## src/rtl/ps2_pkg.sv

```systemverilog
// rtl/ps2_pkg.sv - PS/2 host transmitter shared state type, command constants and parity helper
package ps2_pkg;

  typedef enum logic [2:0] {
    IDLE,
    INHIBIT,
    SEND,
    ACK,
    WAIT_REL
  } ps2_state_e;

  localparam logic [7:0] CMD_SET_LED = 8'hED;
  localparam logic [7:0] CMD_ENABLE  = 8'hF4;
  localparam logic [7:0] CMD_RESET   = 8'hFF;
  localparam logic [7:0] RSP_ACK     = 8'hFA;

  function automatic logic odd_parity(input logic [7:0] d);
    return ~^d;
  endfunction

endpackage

```

## src/rtl/ps2_host_tx_if.sv

```systemverilog
// rtl/ps2_host_tx_if.sv - command byte handshake and status between a client and ps2_host_tx
interface ps2_host_tx_if;
  logic [7:0] tx_data;
  logic       tx_valid;
  logic       tx_ready;
  logic       busy;
  logic       done;
  logic       err;

  modport master (output tx_data, tx_valid, input tx_ready, busy, done, err);
  modport slave  (input tx_data, tx_valid, output tx_ready, busy, done, err);
endinterface

```

## src/rtl/ps2_line_sync.sv

```systemverilog
// rtl/ps2_line_sync.sv - 2-flop synchronizer for PS2_CLK/PS2_DAT with PS2_CLK falling-edge detect
module ps2_line_sync (
  input  logic clk,
  input  logic rst,
  input  logic clk_in,
  input  logic dat_in,
  output logic clk_sync,
  output logic dat_sync,
  output logic clk_fe
);

  logic [1:0] clk_ff;
  logic [1:0] dat_ff;
  logic       clk_prev;

  // Idle bus is pulled high, so the flops reset to 1 to avoid a false edge.
  always_ff @(posedge clk or negedge rst) begin
    if (!rst) begin
      clk_ff   <= 2'b11;
      dat_ff   <= 2'b11;
      clk_prev <= 1'b1;
    end else begin
      clk_ff   <= {clk_ff[0], clk_in};
      dat_ff   <= {dat_ff[0], dat_in};
      clk_prev <= clk_ff[1];
    end
  end

  assign clk_sync = clk_ff[1];
  assign dat_sync = dat_ff[1];
  assign clk_fe   = clk_prev & ~clk_ff[1];

endmodule

```

## src/rtl/ps2_host_tx.sv

```systemverilog
// rtl/ps2_host_tx.sv - PS/2 host-to-device command transmitter (inhibit, request, frame, ACK check)
module ps2_host_tx
  import ps2_pkg::*;
#(
  parameter int CLK_HZ      = 50_000_000,
  parameter int INHIBIT_CYC = 5000,
  parameter int TIMEOUT_CYC = 750_000
) (
  input  logic          clk,
  input  logic          rst,
  ps2_host_tx_if.slave  bus,
  input  logic          ps2_clk_in,
  input  logic          ps2_dat_in,
  output logic          ps2_clk_oe,
  output logic          ps2_dat_oe
);

  localparam int IW = (INHIBIT_CYC > 1) ? $clog2(INHIBIT_CYC) : 1;
  localparam int TW = (TIMEOUT_CYC > 1) ? $clog2(TIMEOUT_CYC) : 1;

  if (CLK_HZ <= 0 || INHIBIT_CYC < 1 || TIMEOUT_CYC < 2) begin : g_param_check
    $error("ps2_host_tx: invalid parameters");
  end

  logic clk_s, dat_s, clk_fe;

  ps2_line_sync u_sync (
    .clk      (clk),
    .rst      (rst),
    .clk_in   (ps2_clk_in),
    .dat_in   (ps2_dat_in),
    .clk_sync (clk_s),
    .dat_sync (dat_s),
    .clk_fe   (clk_fe)
  );

  ps2_state_e    state, state_n;
  logic [IW-1:0] inh_cnt, inh_cnt_n;
  logic [TW-1:0] to_cnt, to_cnt_n;
  logic [3:0]    bit_idx, bit_idx_n;
  logic [9:0]    frame, frame_n;
  logic          ready_q, ready_n, busy_q, busy_n, done_q, done_n, err_q, err_n;
  logic          clk_oe_q, clk_oe_n, dat_oe_q, dat_oe_n;

  always_ff @(posedge clk or negedge rst) begin
    if (!rst) begin
      state    <= IDLE;
      inh_cnt  <= '0;
      to_cnt   <= '0;
      bit_idx  <= '0;
      frame    <= '1;
      ready_q  <= 1'b1;
      busy_q   <= 1'b0;
      done_q   <= 1'b0;
      err_q    <= 1'b0;
      clk_oe_q <= 1'b0;
      dat_oe_q <= 1'b0;
    end else begin
      state    <= state_n;
      inh_cnt  <= inh_cnt_n;
      to_cnt   <= to_cnt_n;
      bit_idx  <= bit_idx_n;
      frame    <= frame_n;
      ready_q  <= ready_n;
      busy_q   <= busy_n;
      done_q   <= done_n;
      err_q    <= err_n;
      clk_oe_q <= clk_oe_n;
      dat_oe_q <= dat_oe_n;
    end
  end

  always_comb begin
    state_n   = state;
    inh_cnt_n = inh_cnt;
    to_cnt_n  = to_cnt;
    bit_idx_n = bit_idx;
    frame_n   = frame;
    ready_n   = ready_q;
    busy_n    = busy_q;
    done_n    = 1'b0;
    err_n     = 1'b0;
    clk_oe_n  = clk_oe_q;
    dat_oe_n  = dat_oe_q;
    case (state)
      IDLE: begin
        ready_n  = 1'b1;
        busy_n   = 1'b0;
        clk_oe_n = 1'b0;
        dat_oe_n = 1'b0;
        if (bus.tx_valid) begin
          // Frame after the start bit, shifted out LSB first: data, parity, stop.
          frame_n   = {1'b1, odd_parity(bus.tx_data), bus.tx_data};
          inh_cnt_n = '0;
          clk_oe_n  = 1'b1;
          ready_n   = 1'b0;
          busy_n    = 1'b1;
          state_n   = INHIBIT;
        end
      end
      INHIBIT: begin
        if (inh_cnt == IW'(INHIBIT_CYC - 1)) begin
          clk_oe_n  = 1'b0;
          dat_oe_n  = 1'b1;
          to_cnt_n  = '0;
          bit_idx_n = '0;
          state_n   = SEND;
        end else begin
          inh_cnt_n = inh_cnt + IW'(1);
        end
      end
      SEND, ACK, WAIT_REL: begin
        to_cnt_n = to_cnt + TW'(1);
        if (to_cnt == TW'(TIMEOUT_CYC - 1)) begin
          clk_oe_n = 1'b0;
          dat_oe_n = 1'b0;
          err_n    = 1'b1;
          ready_n  = 1'b1;
          busy_n   = 1'b0;
          state_n  = IDLE;
        end else if (state == SEND) begin
          if (clk_fe) begin
            dat_oe_n  = ~frame[0];
            frame_n   = {1'b1, frame[9:1]};
            bit_idx_n = bit_idx + 4'd1;
            if (bit_idx == 4'd9) state_n = ACK;
          end
        end else if (state == ACK) begin
          if (clk_fe) begin
            if (dat_s) begin
              err_n   = 1'b1;
              ready_n = 1'b1;
              busy_n  = 1'b0;
              state_n = IDLE;
            end else begin
              state_n = WAIT_REL;
            end
          end
        end else if (clk_s && dat_s) begin
          done_n  = 1'b1;
          ready_n = 1'b1;
          busy_n  = 1'b0;
          state_n = IDLE;
        end
      end
      default: state_n = IDLE;
    endcase
  end

  assign bus.tx_ready = ready_q;
  assign bus.busy     = busy_q;
  assign bus.done     = done_q;
  assign bus.err      = err_q;
  assign ps2_clk_oe   = clk_oe_q;
  assign ps2_dat_oe   = dat_oe_q;

endmodule

```

## src/flat_wrapper.sv

```systemverilog
// flat-port wrapper written by rule: the top's interface ports become plain ports
module ps2_host_tx_flat import ps2_pkg::*;
#(
  parameter int CLK_HZ      = 50_000_000,
  parameter int INHIBIT_CYC = 5000,
  parameter int TIMEOUT_CYC = 750_000
)
  (clk, rst, ps2_clk_in, ps2_dat_in, ps2_clk_oe, ps2_dat_oe, bus_tx_data, bus_tx_valid, bus_tx_ready, bus_busy, bus_done, bus_err);
  ps2_host_tx_if bus_i ();
  input  logic clk;
  input  logic rst;
  input  logic ps2_clk_in;
  input  logic ps2_dat_in;
  output logic ps2_clk_oe;
  output logic ps2_dat_oe;
  input wire logic [$bits(bus_i.tx_data)-1:0] bus_tx_data;
  input wire logic [$bits(bus_i.tx_valid)-1:0] bus_tx_valid;
  output wire logic [$bits(bus_i.tx_ready)-1:0] bus_tx_ready;
  output wire logic [$bits(bus_i.busy)-1:0] bus_busy;
  output wire logic [$bits(bus_i.done)-1:0] bus_done;
  output wire logic [$bits(bus_i.err)-1:0] bus_err;
  assign bus_i.tx_data = bus_tx_data;
  assign bus_i.tx_valid = bus_tx_valid;
  assign bus_tx_ready = bus_i.tx_ready;
  assign bus_busy = bus_i.busy;
  assign bus_done = bus_i.done;
  assign bus_err = bus_i.err;
  ps2_host_tx #(.CLK_HZ(CLK_HZ), .INHIBIT_CYC(INHIBIT_CYC), .TIMEOUT_CYC(TIMEOUT_CYC)) u_core (.clk(clk), .rst(rst), .bus(bus_i), .ps2_clk_in(ps2_clk_in), .ps2_dat_in(ps2_dat_in), .ps2_clk_oe(ps2_clk_oe), .ps2_dat_oe(ps2_dat_oe));
endmodule
```

## config.mk

```make
export PLATFORM = sky130hd
export DESIGN_NAME = ps2_host_tx_flat
export DESIGN_NICKNAME = d
export VERILOG_FILES = /design/src/rtl/ps2_pkg.sv /design/src/rtl/ps2_host_tx_if.sv /design/src/rtl/ps2_line_sync.sv /design/src/rtl/ps2_host_tx.sv /design/src/flat_wrapper.sv
export SDC_FILE = /design/constraint.sdc
export NUM_CORES = 1
export LEC_CHECK = 0
export CORE_MARGIN = 4
export CORE_UTILIZATION = 59
export DETAILED_ROUTE_END_ITERATION = 10
export GPL_TIMING_DRIVEN = 0
export PLACE_DENSITY = 0.85
export SLEW_MARGIN = 30
export SYNTH_ARGS = -nofsm -noshare
export SYNTH_HDL_FRONTEND = slang
export SYNTH_HIERARCHICAL = 1
export SYNTH_SLANG_ARGS = --single-unit
```

## constraint.sdc

```tcl
create_clock -name clk -period 2.1 [get_ports clk]
set_input_delay 0.21 -clock clk [delete_from_list [all_inputs] [get_ports clk]]
set_output_delay 0.21 -clock clk [all_outputs]
set_load 0.1 [all_outputs]
```

==> flow_metrics.py <==
metrics = {
    "route": {
        "drtAntennaViolNets": 0,
        "drt_iter0_drc": 224,
        "viasPerCell": 5.926,
        "vias": 2738,
        "drt_pass1_iterations": 6,
        "totalWireLength_um": 7160,
        "drc": 0,
        "avgRoutedWirePerCell_um": 15.50,
    },
    "worst_setup_path": {
        "crit_chain": "clkdlybuf4s50_1",
        "critPathLaunchType": "flip-flop",
        "critPathRequiredTime_ns": 1.89,
        "cpPeakStageDelay_ns": 1.13,
        "cp.arrival_ns": 1.82,
        "cp_slowest_cell": "clkdlybuf4s50_1",
        "crit_buf_inv": 1,
        "worstSetupPathType": "flip-flop to output port",
        "cp_max_fo": 2,
        "endpoint_kind": "output port",
        "crit_family": "buffers and inverters",
    },
    "final_layout": {
        "area_growth_pct": 15.45,
        "final_cells": 462,
        "fin_nets": 404,
        "drive_above_1_share_pct": 16.33,
        "antennaDiodeCount": 0,
        "final_cell_area_um2": 3777,
    },
    "floorplanning": {
        "initial_core_util_pct": 62.47,
        "die_area_um2": 6801,
        "rows": 26,
        "die_h_um": 82.47,
        "ioPinCount": 19,
        "core_area_um2": 5238,
        "fp.dieW_um": 82.47,
    },
    "yosys": {
        "syn_nets": 372,
        "yosys.cell_count.top_type": "nand2_1",
        "postSynthAreaPerCell_um2": 9.217,
        "synth_area_leaders": "dfrtp_1 (34%), dfstp_2 (12%), nand2_1 (6.0%)",
        "syn_inst": 355,
        "ys_warn_count": 6,
        "ys.flop_type": "dfrtp_1",
        "yosys-top-cells-count": "nand2_1 (52), dfrtp_1 (45), nor2_1 (36)",
        "syn-cell-area_um2": 3272,
        "synth.top_cell.area_share_pct": 34.42,
        "synth_top_area_cell": "dfrtp_1",
        "synth_seq_cells": 60,
        "ys_seq_area_share_pct": 46.46,
        "synthArstFlopShare_pct": 100.0,
        "synth_edf_count": 0,
        "ys_types": 54,
    },
    "status": {
        "status": "completed",
    },
    "timing": {
        "whs_ns": 0.2857,
        "max-slew-margin-rel_pct": 35.67,
        "hold_violations": 0,
        "fmax_mhz": 493.6,
        "fin_crit_sh_pct": 96.47,
        "tightest_slew_ns": 0.9619,
        "slew_viol_final": 0,
        "clock_skew_ns": 0.009392,
        "setup_violations": 0,
        "fin_crit_ns": 2.026,
    },
    "clocking": {
        "cts_root_buf": "clkbuf_8",
        "path_clk_slew_ns": 0.07,
        "tritoncts": "yes",
        "cts.path.max_buffers": 2,
        "clock_latency_ns": 0.33,
        "cts_sinks": 60,
        "cts_buffers": 9,
        "cts_max_level": 3,
    },
    "place": {
        "post-place-cells": 444,
        "place_area_um2": 3557,
        "place_congestion": 0.9563,
        "dp_hpwl_um": 4859,
        "port_buffers": 18,
    },
    "power": {
        "p_per_area_nw_per_um2": 704.1,
        "leakage_nw": 1.632,
        "vdd_ir_drop_max_mv": 0.4768,
    },
    "run": {
        "maxCapViolCount": 0,
    },
    "grt": {
        "grt_first_pass_wirelength_um": 12410,
        "grt_overflow": 0,
        "grt_antenna_before_repair": 0,
        "grt_pass1_vias": 2684,
        "grt_max_degree": 40,
        "grt_util_all_layers_pct": 23.94,
    },
    "min_path": {
        "hp-class": "input port to flip-flop",
    },
}
placed cells by master (no fill, tap or decap), types with 5 or more instances in the layout:
| master | instances |
|---|---|
| a21oi_1 | 17 |
| and3_1 | 5 |
| buf_2 | 5 |
| clkbuf_1 | 8 |
| clkbuf_8 | 11 |
| clkdlybuf4s50_1 | 16 |
| dfrtp_1 | 45 |
| dfstp_2 | 15 |
| inv_1 | 9 |
| mux2_2 | 9 |
| nand2_1 | 52 |
| nand3_1 | 12 |
| nor2_1 | 36 |
| nor3_1 | 13 |
| o21ai_0 | 30 |
| o31ai_1 | 5 |
| or3_1 | 8 |
| xnor2_1 | 17 |
cell families after synthesis:
family	share of synthesized area, %
flip-flops	46.46
adder cells (fa/ha/maj)	1.530
multiplexers	3.404
AND/OR/NAND/NOR	25.77
buffers and inverters	4.015
XOR/XNOR	5.086
AO/OA/AOI/OAI	13.73
power by group:
| group | internal, mW | switching [mW] | leakage [nW] |
|---|---|---|---|
| logic | 0.144 | 0.215 | 0.784 |
| clock network | 0.491 | 0.431 | 0.0905 |
| registers | 1.28 | 0.0996 | 0.758 |
| total | 1.91 | 0.746 | 1.63 |
flip-flops by register name (all words and copies together) (netlist names):
signal and count:
u_core/ps2_clk_oe 1, u_core/state 3, u_core/bus.done 1, u_core/to_cnt 20, u_core/bus.busy 1, u_core/frame 9
u_core/bus.tx_ready 1, u_core/ps2_dat_oe 1, u_core/u_sync/dat_ff 2, u_core/bit_idx 4, u_core/u_sync/clk_prev 1, u_core/bus.err 1
u_core/u_sync/clk_ff 2, u_core/inh_cnt 13
metrics by stage:
stage               utilization, %  setup TNS (ns)  power, mW  setup slack (ns)
floorplan                        -               0      1.624            0.3162
global placement             67.58          -51.60      1.728            -1.024
detailed placement           67.92               0      1.753            0.1234
CTS                          71.38               0      2.687           0.04700
global route                 72.12       -0.003438      2.808         -0.001795
finish                       72.12               0      2.659           0.07406
path summary, 6_finish.rpt:
check | to | start | cells past startpoint | slack [ns]
max in group asynchronous | u_core/u_sync/dat_ff[0]$_DFF_PN1_ | rst | 3 | 1.24
worst min-delay path | u_core/u_sync/clk_ff[0]$_DFF_PN1_ | ps2_clk_in | 1 | 0.29
worst max-delay path | ps2_dat_oe | u_core/ps2_dat_oe$_DFFE_PN0P_ | 1 | 0.07
min in group asynchronous | u_core/bus.err$_DFF_PN0_ | rst | 2 | 0.30
worst max register to register | u_core/frame[1]$_DFFE_PN1P_ | u_core/to_cnt[0]$_DFFE_PN0P_ | 7 | 0.16
worst min register to register | u_core/u_sync/clk_ff[1]$_DFF_PN1_ | u_core/u_sync/clk_ff[0]$_DFF_PN1_ | 0 | 0.35
layout make-up:
type,count,area [um2]
multi-input combinational,269,1635
sequential,60,1520
fill,381,1460
timing repair buffer,21,226.5
clock buffer,14,162.7
buffer,17,101.3
tap,70,87.58
inverter,9,33.78
clock inverter,2,10.01
timing repair:
| action | CTS | global route |
|---|---|---|
| resized for setup | 1 | 6 |
| gates cloned | 0 | 0 |
| setup endpoints to repair | 1 | 24 |
| hold endpoints to repair | 17 | 0 |
| hold buffers | 1 | 0 |
| pin swaps | 0 | 1 |
| buffers inserted | 0 | 1 |
per-layer routing:
metal	vias up	GRT usage [%]	part of all wire (%)
met5	-	0	0
met4	0	9.635	1.8
met3	16	6.291	5.9
met2	93	36.94	48
met1	1315	32.01	44
li1	1314	-	-
(Power assumes the default switching activity.)
